$ cat config.mk
export PLATFORM = sky130hd
export DESIGN_NAME = tl_rx_cpl_tag_tracker_flat
export DESIGN_NICKNAME = d
export VERILOG_FILES = /design/src/rtl/tl_rx_cpl_tag_tracker_if.sv /design/src/rtl/tl_rx_cpl_tag_tracker.sv /design/src/flat_wrapper.sv
export SDC_FILE = /design/constraint.sdc
export NUM_CORES = 1
export LEC_CHECK = 0
export ABC_AREA = 1
export CORE_ASPECT_RATIO = 0.7
export CORE_MARGIN = 1.5
export CORE_UTILIZATION = 35
export DETAILED_ROUTE_END_ITERATION = 6
export DONT_BUFFER_PORTS = 1
export PLACE_DENSITY = 0.5
export SETUP_SLACK_MARGIN = 0.02
export SKIP_CTS_REPAIR_TIMING = 1
export SLEW_MARGIN = 20
export SYNTH_ARGS = -nofsm -noshare
export SYNTH_HDL_FRONTEND = slang
export SYNTH_SLANG_ARGS = --single-unit
$ cat constraint.sdc
create_clock -name clk -period 11.4 [get_ports clk]
set_input_delay 1.71 -clock clk [delete_from_list [all_inputs] [get_ports clk]]
set_output_delay 1.71 -clock clk [all_outputs]
set_load 0.02 [all_outputs]
$ cat src/rtl/tl_rx_cpl_tag_tracker_if.sv
// Bus bundle between the TL TX/RX datapaths and the completion tag tracker.
// The TX/RX side uses the master modport and the tracker uses the slave modport.
// cpl_timeout is only present when CPL_TIMEOUT_EN is defined.
interface tl_rx_cpl_tag_tracker_if #(
  parameter int unsigned REQUESTER_ID_WIDTH  = 16,
  parameter int unsigned REQUESTER_TAG_WIDTH = 10
);

  // Configuration
  logic [REQUESTER_ID_WIDTH-1:0]  own_req_id;

  // TX tag allocation
  logic                           alloc_req;
  logic                           alloc_gnt;
  logic [REQUESTER_TAG_WIDTH-1:0] alloc_tag;
  logic [REQUESTER_TAG_WIDTH-1:0] tx_last_req_tag;
  logic [REQUESTER_ID_WIDTH-1:0]  tx_req_id;

  // RX completion lookup
  logic                           cpl_valid;
  logic [REQUESTER_ID_WIDTH-1:0]  cpl_req_id;
  logic [REQUESTER_TAG_WIDTH-1:0] cpl_tag;
  logic                           cpl_last;
  logic                           cpl_check_en;
  logic                           flush;
  logic                           cpl_hit;
  logic                           cpl_unexpected;

  // Occupancy
  logic [REQUESTER_TAG_WIDTH:0]   outstanding_cnt;
  logic                           full;
  logic                           empty;

`ifdef CPL_TIMEOUT_EN
  logic                           cpl_timeout;
`endif

  modport master (
`ifdef CPL_TIMEOUT_EN
    input  cpl_timeout,
`endif
    output own_req_id, alloc_req, cpl_valid, cpl_req_id, cpl_tag, cpl_last, cpl_check_en,
           flush,
    input  alloc_gnt, alloc_tag, tx_last_req_tag, tx_req_id, cpl_hit, cpl_unexpected,
           outstanding_cnt, full, empty
  );

  modport slave (
`ifdef CPL_TIMEOUT_EN
    output cpl_timeout,
`endif
    input  own_req_id, alloc_req, cpl_valid, cpl_req_id, cpl_tag, cpl_last, cpl_check_en,
           flush,
    output alloc_gnt, alloc_tag, tx_last_req_tag, tx_req_id, cpl_hit, cpl_unexpected,
           outstanding_cnt, full, empty
  );

endinterface

$ cat src/rtl/tl_rx_cpl_tag_tracker.sv
// Outstanding non-posted request scoreboard.
// Hands out tags in strict ring order, marks them pending, retires them on the final
// completion and flags completions that match no pending tag.
// Optional: define CPL_TIMEOUT_EN to add a watchdog that pulses cpl_timeout when
// requests stay outstanding for TIMEOUT_CYCLES cycles without any completion hit.
module tl_rx_cpl_tag_tracker #(
  parameter int unsigned REQUESTER_ID_WIDTH  = 16,
  parameter int unsigned REQUESTER_TAG_WIDTH = 10,
  parameter int unsigned NUM_TAGS            = 256,
  parameter int unsigned TIMEOUT_CYCLES      = 65535
) (
  input logic                     clk,
  input logic                     rst,
  tl_rx_cpl_tag_tracker_if.slave  bus
);

  localparam int unsigned PtrW = $clog2(NUM_TAGS);
  localparam int unsigned TagW = REQUESTER_TAG_WIDTH;
  localparam int unsigned IdW  = REQUESTER_ID_WIDTH;
  localparam int unsigned CntW = REQUESTER_TAG_WIDTH + 1;

  logic [NUM_TAGS-1:0] pend_q, pend_d;
  logic [PtrW-1:0]     alloc_ptr_q, alloc_ptr_d;
  logic [CntW-1:0]     cnt_q, cnt_d;
  logic [TagW-1:0]     last_tag_q, last_tag_d;
  logic [IdW-1:0]      req_id_q;
  logic                cpl_hit_q, cpl_hit_d;
  logic                cpl_unexp_q, cpl_unexp_d;
  logic                full_q, full_d;
  logic                empty_q, empty_d;

  logic                gnt;
  logic                tag_in_range;
  logic [PtrW-1:0]     cpl_idx;
  logic                hit;
  logic                retire;

  // Grant and completion lookup, both against the pre-edge pending bitmap.
  always_comb begin
    gnt          = bus.alloc_req & ~rst & ~bus.flush & ~pend_q[alloc_ptr_q];
    // Tag bits above the tracked range must be zero for the tag to be ours.
    tag_in_range = (bus.cpl_tag >> PtrW) == '0;
    cpl_idx      = bus.cpl_tag[PtrW-1:0];
    hit          = bus.cpl_valid & (bus.cpl_req_id == req_id_q) & tag_in_range &
                   pend_q[cpl_idx];
    retire       = hit & bus.cpl_last;
  end

  // Next-state for bitmap, pointer, occupancy and completion pulses.
  always_comb begin
    pend_d      = pend_q;
    alloc_ptr_d = alloc_ptr_q;
    last_tag_d  = last_tag_q;
    cnt_d       = cnt_q;
    cpl_hit_d   = hit;
    cpl_unexp_d = bus.cpl_valid & ~hit & bus.cpl_check_en;

    if (gnt) begin
      // Pointer wraps naturally because NUM_TAGS is a power of two.
      alloc_ptr_d = alloc_ptr_q + PtrW'(1);
      last_tag_d  = TagW'(alloc_ptr_q);
    end

    if (bus.flush) begin
      pend_d = '0;
      cnt_d  = '0;
    end else begin
      // A granted tag is never pending, so grant and retire never touch the same bit.
      if (gnt)    pend_d[alloc_ptr_q] = 1'b1;
      if (retire) pend_d[cpl_idx]     = 1'b0;
      cnt_d = cnt_q + CntW'(gnt) - CntW'(retire);
    end

    full_d  = (cnt_d == CntW'(NUM_TAGS));
    empty_d = (cnt_d == '0);
  end

  // Tracker state registers.
  always_ff @(posedge clk) begin
    if (rst) begin
      pend_q      <= '0;
      alloc_ptr_q <= '0;
      cnt_q       <= '0;
      last_tag_q  <= '0;
      req_id_q    <= '0;
      cpl_hit_q   <= 1'b0;
      cpl_unexp_q <= 1'b0;
      full_q      <= 1'b0;
      empty_q     <= 1'b1;
    end else begin
      pend_q      <= pend_d;
      alloc_ptr_q <= alloc_ptr_d;
      cnt_q       <= cnt_d;
      last_tag_q  <= last_tag_d;
      req_id_q    <= bus.own_req_id;
      cpl_hit_q   <= cpl_hit_d;
      cpl_unexp_q <= cpl_unexp_d;
      full_q      <= full_d;
      empty_q     <= empty_d;
    end
  end

`ifdef CPL_TIMEOUT_EN
  logic [31:0] wd_q, wd_d;
  logic        timeout_q, timeout_d;

  // Watchdog: idles while nothing is outstanding or progress is being made.
  always_comb begin
    wd_d      = wd_q + 32'd1;
    timeout_d = 1'b0;
    if (bus.flush || hit || empty_q) begin
      wd_d = '0;
    end else if (wd_d == 32'(TIMEOUT_CYCLES)) begin
      wd_d      = '0;
      timeout_d = 1'b1;
    end
  end

  // Watchdog registers.
  always_ff @(posedge clk) begin
    if (rst) begin
      wd_q      <= '0;
      timeout_q <= 1'b0;
    end else begin
      wd_q      <= wd_d;
      timeout_q <= timeout_d;
    end
  end

  assign bus.cpl_timeout = timeout_q;
`endif

  assign bus.alloc_gnt       = gnt;
  assign bus.alloc_tag       = TagW'(alloc_ptr_q);
  assign bus.tx_last_req_tag = last_tag_q;
  assign bus.tx_req_id       = req_id_q;
  assign bus.cpl_hit         = cpl_hit_q;
  assign bus.cpl_unexpected  = cpl_unexp_q;
  assign bus.outstanding_cnt = cnt_q;
  assign bus.full            = full_q;
  assign bus.empty           = empty_q;

  // Sanity checks on configuration and invariants.
  a_cfg: assert property (@(posedge clk)
    (NUM_TAGS >= 2) && ((NUM_TAGS & (NUM_TAGS - 1)) == 0) &&
    (NUM_TAGS <= (1 << TagW)) && (TIMEOUT_CYCLES > 0));
  a_cnt_max: assert property (@(posedge clk) disable iff (rst) cnt_q <= CntW'(NUM_TAGS));
  a_cnt_pop: assert property (@(posedge clk) disable iff (rst)
    cnt_q == CntW'($countones(pend_q)));
  a_excl: assert property (@(posedge clk) !(cpl_hit_q && cpl_unexp_q));

endmodule

$ cat src/flat_wrapper.sv
// flat-port wrapper written by rule: the top's interface ports become plain ports
module tl_rx_cpl_tag_tracker_flat 
#(
  parameter int unsigned REQUESTER_ID_WIDTH  = 16,
  parameter int unsigned REQUESTER_TAG_WIDTH = 10,
  parameter int unsigned NUM_TAGS            = 256,
  parameter int unsigned TIMEOUT_CYCLES      = 65535
)
  (clk, rst, bus_own_req_id, bus_alloc_req, bus_cpl_valid, bus_cpl_req_id, bus_cpl_tag, bus_cpl_last, bus_cpl_check_en, bus_flush, bus_alloc_gnt, bus_alloc_tag, bus_tx_last_req_tag, bus_tx_req_id, bus_cpl_hit, bus_cpl_unexpected, bus_outstanding_cnt, bus_full, bus_empty);
  tl_rx_cpl_tag_tracker_if #(.REQUESTER_ID_WIDTH(REQUESTER_ID_WIDTH), .REQUESTER_TAG_WIDTH(REQUESTER_TAG_WIDTH)) bus_i ();
  input logic clk;
  input logic rst;
  input wire logic [$bits(bus_i.own_req_id)-1:0] bus_own_req_id;
  input wire logic [$bits(bus_i.alloc_req)-1:0] bus_alloc_req;
  input wire logic [$bits(bus_i.cpl_valid)-1:0] bus_cpl_valid;
  input wire logic [$bits(bus_i.cpl_req_id)-1:0] bus_cpl_req_id;
  input wire logic [$bits(bus_i.cpl_tag)-1:0] bus_cpl_tag;
  input wire logic [$bits(bus_i.cpl_last)-1:0] bus_cpl_last;
  input wire logic [$bits(bus_i.cpl_check_en)-1:0] bus_cpl_check_en;
  input wire logic [$bits(bus_i.flush)-1:0] bus_flush;
  output wire logic [$bits(bus_i.alloc_gnt)-1:0] bus_alloc_gnt;
  output wire logic [$bits(bus_i.alloc_tag)-1:0] bus_alloc_tag;
  output wire logic [$bits(bus_i.tx_last_req_tag)-1:0] bus_tx_last_req_tag;
  output wire logic [$bits(bus_i.tx_req_id)-1:0] bus_tx_req_id;
  output wire logic [$bits(bus_i.cpl_hit)-1:0] bus_cpl_hit;
  output wire logic [$bits(bus_i.cpl_unexpected)-1:0] bus_cpl_unexpected;
  output wire logic [$bits(bus_i.outstanding_cnt)-1:0] bus_outstanding_cnt;
  output wire logic [$bits(bus_i.full)-1:0] bus_full;
  output wire logic [$bits(bus_i.empty)-1:0] bus_empty;
  assign bus_i.own_req_id = bus_own_req_id;
  assign bus_i.alloc_req = bus_alloc_req;
  assign bus_i.cpl_valid = bus_cpl_valid;
  assign bus_i.cpl_req_id = bus_cpl_req_id;
  assign bus_i.cpl_tag = bus_cpl_tag;
  assign bus_i.cpl_last = bus_cpl_last;
  assign bus_i.cpl_check_en = bus_cpl_check_en;
  assign bus_i.flush = bus_flush;
  assign bus_alloc_gnt = bus_i.alloc_gnt;
  assign bus_alloc_tag = bus_i.alloc_tag;
  assign bus_tx_last_req_tag = bus_i.tx_last_req_tag;
  assign bus_tx_req_id = bus_i.tx_req_id;
  assign bus_cpl_hit = bus_i.cpl_hit;
  assign bus_cpl_unexpected = bus_i.cpl_unexpected;
  assign bus_outstanding_cnt = bus_i.outstanding_cnt;
  assign bus_full = bus_i.full;
  assign bus_empty = bus_i.empty;
  tl_rx_cpl_tag_tracker #(.REQUESTER_ID_WIDTH(REQUESTER_ID_WIDTH), .REQUESTER_TAG_WIDTH(REQUESTER_TAG_WIDTH), .NUM_TAGS(NUM_TAGS), .TIMEOUT_CYCLES(TIMEOUT_CYCLES)) u_core (.clk(clk), .rst(rst), .bus(bus_i));
endmodule
==> results of run 1 <==
-- registers in the layout, summed over array words and instances (netlist names) --
name                        flops
u_core.bus.tx_req_id           16
u_core.pend_q                 256
u_core.bus.outstanding_cnt     11
u_core.bus.full                 1
u_core.bus.cpl_hit              1
u_core.bus.empty                1
u_core.alloc_ptr_q              8
u_core.bus.cpl_unexpected       1
u_core.bus.tx_last_req_tag      8
-- worst min path at each step --
stage / slack [ns] / cells after the start / startpoint / endpoint
2_1_floorplan: 0.50 / 4 / u_core.pend_q[58] / u_core.pend_q[58]
3_3_place_gp: 0.52 / 4 / u_core.pend_q[95] / u_core.pend_q[95]
3_5_place_dp: 0.52 / 4 / u_core.pend_q[18] / u_core.pend_q[18]
4_1_cts: 0.53 / 4 / u_core.pend_q[95] / u_core.pend_q[95]
5_1_grt: 0.56 / 4 / u_core.pend_q[118] / u_core.pend_q[118]
6_report: 0.53 / 4 / u_core.pend_q[95] / u_core.pend_q[95]
-- Yosys cell counts (2+ instances only) --
cell type / count
o21ai_0: 95
nand4_1: 14
nor4_1: 5
nor2_1: 952
o211ai_1: 47
nor3_1: 12
clkbuf_1: 126
o21ai_1: 45
xnor2_1: 6
buf_1: 3
buf_6: 52
ha_1: 15
o2111ai_1: 2
xor2_1: 7
nand2_1: 1826
a21oi_1: 48
buf_2: 59
buf_4: 16
dfxtp_1: 303
inv_2: 4
nand3b_1: 2
nand3_1: 106
or2_2: 4
inv_1: 330
nor3b_1: 2
-- through the flow --
step | cell area, sq um | util
after floorplan | 21700 | -
after global routing | 23100 | 0.375
final | 23100 | 0.375
after detailed placement | 21800 | 0.355
after global placement | 21800 | 0.355
after CTS | 23100 | 0.375
-- layout make-up --
cell class,instances,area (sq um),share of cell area
Tap cell,819,1020,0.0444
Timing Repair Buffer,50,413,0.0179
Clock buffer,48,987,0.0428
Sequential cell,303,6070,0.263
Antenna cell,1,2.50,0.000109
Inverter,334,1250,0.0544
Clock inverter,20,290,0.0126
Multi-Input combinational cell,3201,13000,0.564
-- per-layer routing --
layer,track usage,part of all wire
met2,0.404,0.40
met4,0.0847,0.030
met5,0,0
met3,0.0556,0.095
met1,0.424,0.48
-- power by group --
group / internal, W / total [W] / switching [W]
clock network: 0.000756 / 0.00130 / 0.000547
logic: 0.0000437 / 0.000211 / 0.000167
registers: 0.00107 / 0.00109 / 0.0000201
-- cells in the final DEF, fill, tap and decap left out, drive strengths merged, types with 7 or more instances in the layout --
master	instances
o21ai	140
nand4	14
a21oi	48
inv	334
o211ai	47
nor2	954
xor2	7
clkbuf	48
buf	50
clkinv	11
nand3	107
nor3	12
ha	15
nand2	1827
dfxtp	303
-- kinds of logic (layout without fill, tap and decap cells) --
family / count (synthesis) / count (layout) / synth area share
simple gates: 2928 / 2928 / 0.518
flops: 303 / 303 / 0.280
buf+inv: 590 / 452 / 0.126
fa+ha+maj: 16 / 16 / 0.00957
xor+xnor: 13 / 13 / 0.00525
other cells: 1 / 5 / 0.000173
compound gates: 240 / 240 / 0.0615
-- worst register-to-register path, cell delays in order (launching register included) --
cell,delay [ns]
dfxtp_4,0.78
clkinv_2,0.57
buf_4,0.57
o21ai_0,0.39
a21oi_1,0.13
nor3_1,0.21
nor2_1,0.11
nor2_1,0.27
nand2_1,0.13
nor2_4,0.28
inv_1,0.28
ha_1,0.36
inv_1,0.04
ha_1,0.21
fa_1,0.47
o21ai_0,0.28
nand4_1,0.13
nand3b_1,0.18
nor3_1,0.36
nand3_1,0.13
o21ai_0,0.15
==> flow_summary.json, run 1 <==
{
  "final_max_slew_viol_count": 0,
  "grt_pass1_vias": 21100,
  "whs_ns": 0.528,
  "yosysTopAreaCellShare": 0.316,
  "clk_latency_ns": 0.58,
  "dieHeight_um": 211,
  "hold_viol": 0,
  "drt_pre_antenna_iters": 6,
  "synth_cell_types": 35,
  "required_ns": 11.88,
  "reg2reg_from": "u_core.alloc_ptr_q[0]",
  "path_common_cell": "nand2_1",
  "path_delay_family": "simple AND/OR/NAND/NOR gates",
  "max_slew.worst_pin.slew_ns": 1.14,
  "drt_iter0_markers": 2636,
  "slowest_delay_ns": 0.47,
  "syn_inst": 4091,
  "rsz0062_at_grt": "no",
  "clk_pin_slew_ns": 0.06,
  "synth_area_sq_mm": 0.0217,
  "port_buffers": 0,
  "power_density_mw_per_mm2": 113,
  "nFillCells": 7019,
  "synth_ff_type": "dfxtp_1",
  "numCtsBuffers": 37,
  "startpoint_type": "input port",
  "dp_cells": 4707,
  "setup_viol": 0,
  "yosysSeqAreaShare": 0.280,
  "rows": 76,
  "crit_buf_inv": 4,
  "synthArstFlopShare": 0,
  "vias": 23600,
  "layout.nets": 3992,
  "setup_slack_ns": 4.77,
  "via_per_inst": 4.94,
  "die_w_um": 301,
  "grt_antenna_before_repair": 1,
  "hpwl_um": 53300,
  "max_freq_mhz": 151,
  "hp-class": "reg2reg",
  "cts-root-buf": "clkbuf_16",
  "post-place-ws_ns": 4.45,
  "drive_gt1_frac": 0.0379,
  "postRouteAntennaNets": 0,
  "critPathMaxFanout": 185,
  "clock_skew_ns": 0.0298,
  "instances_no_fill": 4776,
  "syn_avg_cell_area_sq_um": 5.30,
  "avgRoutedWirePerCell_um": 19.1,
  "power_w": 0.00260,
  "maxCapViolCount": 0,
  "place_congestion": 0.897,
  "r2r_end": "u_core.bus.empty",
  "cts_tree": "built",
  "remaining_drc_errors": 0,
  "grt_max_degree": 204,
  "finalSetupTns_ns": 0,
  "htree_levels": 2,
  "criticalPathCategory": "in2reg",
  "status": "complete, no violations",
  "dieArea_sq_mm": 0.0635,
  "start_util": 0.353,
  "ys_ff_latch": 303,
  "overflow": 0,
  "yosysWarnings": 0,
  "min_period_ns": 6.63,
  "r2r_slack_ns": 5.27,
  "startpoint": "bus_cpl_tag[0]",
  "clk_path_buf_depth": 3,
  "leakage_nw": 10.4,
  "crit_slowest_cell": "clkinv_1",
  "drt_wl_total_um": 91300,
  "synth.area.top_cells": "nand2_1, dfxtp_1, nor2_1, inv_1, buf_6",
  "track_usage": 0.284,
  "synth_top_area_cell": "nand2_1",
  "end_kind": "flop",
  "crit_cells": 26,
  "slew_headroom": 0.237,
  "core_area_sq_mm": 0.0614,
  "grt_pass1_wl_um": 137000,
  "syn_to_final_growth_pct": 6.30,
  "ir_drop_uv": 119,
  "cp.arrival_ns": 7.11,
  "crit_end": "u_core.bus.empty",
  "cts_sinks": 303,
  "reg2reg_depth": 20,
  "ios": 101,
  "synth_edf_count": 0,
  "fin_crit_sh": 0.581
}
No activity file was read; power rests on OpenSTA's default activity.
==> inputs of run 2 (changes only) <==
==> constraint.sdc (replaced) <==
create_clock -name clk -period 6.7 [get_ports clk]
set_input_delay 1.005 -clock clk [delete_from_list [all_inputs] [get_ports clk]]
set_output_delay 1.005 -clock clk [all_outputs]
set_load 0.02 [all_outputs]
==> run 2 against run 1 <==
Effect of this change:
- clock-buffer cell count is 2 higher
- highest routed layer unchanged
- utilization is 0.12 points higher
- clock skew fell by 0.0037 ns
- largest power group unchanged
- power increased by 71%
- sequential cell count stayed put
- final cell count hardly changed
- non-clock buffer count increased by 6
- first-iteration DRC count is 6.6% higher
- sequential share of layout area shrank 0.083 points
==> flow_summary.json, run 2 (synthesized netlist as in run 1, its figures left out) <==
{
  "ir_drop_uv": 170,
  "power_density_mw_per_mm2": 192,
  "layout.nets": 3997,
  "max_freq_mhz": 178,
  "use_met3": 0.0535,
  "critPathMaxFanout": 185,
  "finalSetupTns_ns": 0,
  "track_usage": 0.290,
  "layout_common_cells": "nand2_1, nor2_1, inv_1",
  "rsz0062_at_grt": "no",
  "slew_headroom": 0.180,
  "setup_slack_ns": 1.09,
  "grt_max_degree": 189,
  "dieArea_sq_mm": 0.0635,
  "cts_sinks": 303,
  "die_w_um": 301,
  "hp-class": "in2reg",
  "hpwl_um": 54100,
  "maxCapViolCount": 0,
  "overflow": 0,
  "instances_no_fill": 4779,
  "clk_path_buf_depth": 3,
  "dieHeight_um": 211,
  "grt_pass1_vias": 21200,
  "status": "complete, no violations",
  "port_buffers": 0,
  "largest_reg_flops": 256,
  "regMostFlops": "u_core.pend_q",
  "syn_to_final_growth_pct": 6.64,
  "place_congestion": 0.901,
  "drt_pre_antenna_iters": 6,
  "clk_latency_ns": 0.57,
  "clock_skew_ns": 0.0261,
  "via_per_inst": 4.98,
  "final_common_cell": "nand2_1",
  "grtUsageMet1": 0.434,
  "startpoint_type": "input port",
  "post-place-ws_ns": 0.844,
  "ios": 101,
  "whs_ns": 0.502,
  "htree_levels": 2,
  "drt_iter0_markers": 2810,
  "core_area_sq_mm": 0.0614,
  "dp_cells": 4713,
  "max_slew.worst_pin.slew_ns": 1.23,
  "grt_antenna_before_repair": 0,
  "drive_gt1_frac": 0.0396,
  "drt_wl_total_um": 93200,
  "start_util": 0.353,
  "power_w": 0.00443,
  "setup_viol": 0,
  "required_ns": 7.17,
  "leakage_nw": 10.5,
  "postRouteAntennaNets": 0,
  "cp.arrival_ns": 6.08,
  "use_met2": 0.419,
  "nFillCells": 7002,
  "grt_busiest_layer": "met1",
  "vias": 23800,
  "avgRoutedWirePerCell_um": 19.5,
  "rows": 76,
  "end_kind": "flop",
  "cts-root-buf": "clkbuf_16",
  "antenna_cells": 0,
  "clk_pin_slew_ns": 0.06,
  "criticalPathCategory": "in2reg",
  "min_period_ns": 5.61,
  "cts_tree": "built",
  "remaining_drc_errors": 0,
  "hold_viol": 0,
  "numCtsBuffers": 36,
  "grt_pass1_wl_um": 140000,
  "final_max_slew_viol_count": 0,
  "fin_crit_sh": 0.837
}
run 2: cell count changes in the layout (fill, tap and decap cells not counted), moves of 2 or more:
cell      before  now
nor2_4         9   12
buf_4         47   52
clkbuf_1       9    7
nor2_2        19   16
clkbuf_8       2    6
clkinv_8       2    0
run 2: layout make-up:
type	count	area, sq um	area share
sequential	303	6070	0.263
multi-input combinational	3201	13000	0.563
timing repair buffer	56	470	0.0203
tap	819	1020	0.0443
clock buffer	50	1030	0.0447
inverter	334	1250	0.0542
clock inverter	16	243	0.0105
run 2: critical path: stages:
cell,delay [ns]
clkinv_1,0.60
nand2_1,0.77
nor2_1,0.08
nor2_1,0.11
nand2_1,0.06
nand2_1,0.05
nand2_1,0.06
o21ai_0,0.25
nand2_1,0.10
nor2_1,0.12
nor2_1,0.04
nor2_1,0.11
nand2_1,0.17
inv_1,0.12
nor3b_1,0.10
ha_1,0.29
inv_1,0.04
ha_1,0.21
fa_1,0.47
o21ai_0,0.26
nand4_1,0.11
nand3b_1,0.17
nor3_1,0.36
nand3_1,0.13
o21ai_0,0.15
run 2: stage by stage:
step                      cell area, sq um   util
after floorplan                      21700      -
after global placement               21800  0.356
after detailed placement             21900  0.356
after CTS                            23100  0.377
after global routing                 23100  0.377
final                                23100  0.377
run 2: per-layer routing:
layer	vias up	wire length (um)
li1	11900	-
met1	10700	43800
met2	1065	37500
met3	132	9280
met4	0	2570
met5	-	0
run 2: worst paths after layout:
check | start | to | slack [ns] | depth (start not counted)
worst max-delay path | bus_cpl_tag[0] | u_core.bus.empty | 1.09 | 25
worst min-delay path | rst | u_core.alloc_ptr_q[0] | 0.50 | 1
worst max register to register | u_core.alloc_ptr_q[1] | u_core.bus.empty | 1.12 | 24
worst min register to register | u_core.pend_q[228] | u_core.pend_q[228] | 0.53 | 4
run 2: report_power, final:
group          internal, W  switching, W
sequential         0.00181     0.0000287
combinational    0.0000766      0.000292
clock              0.00132      0.000908
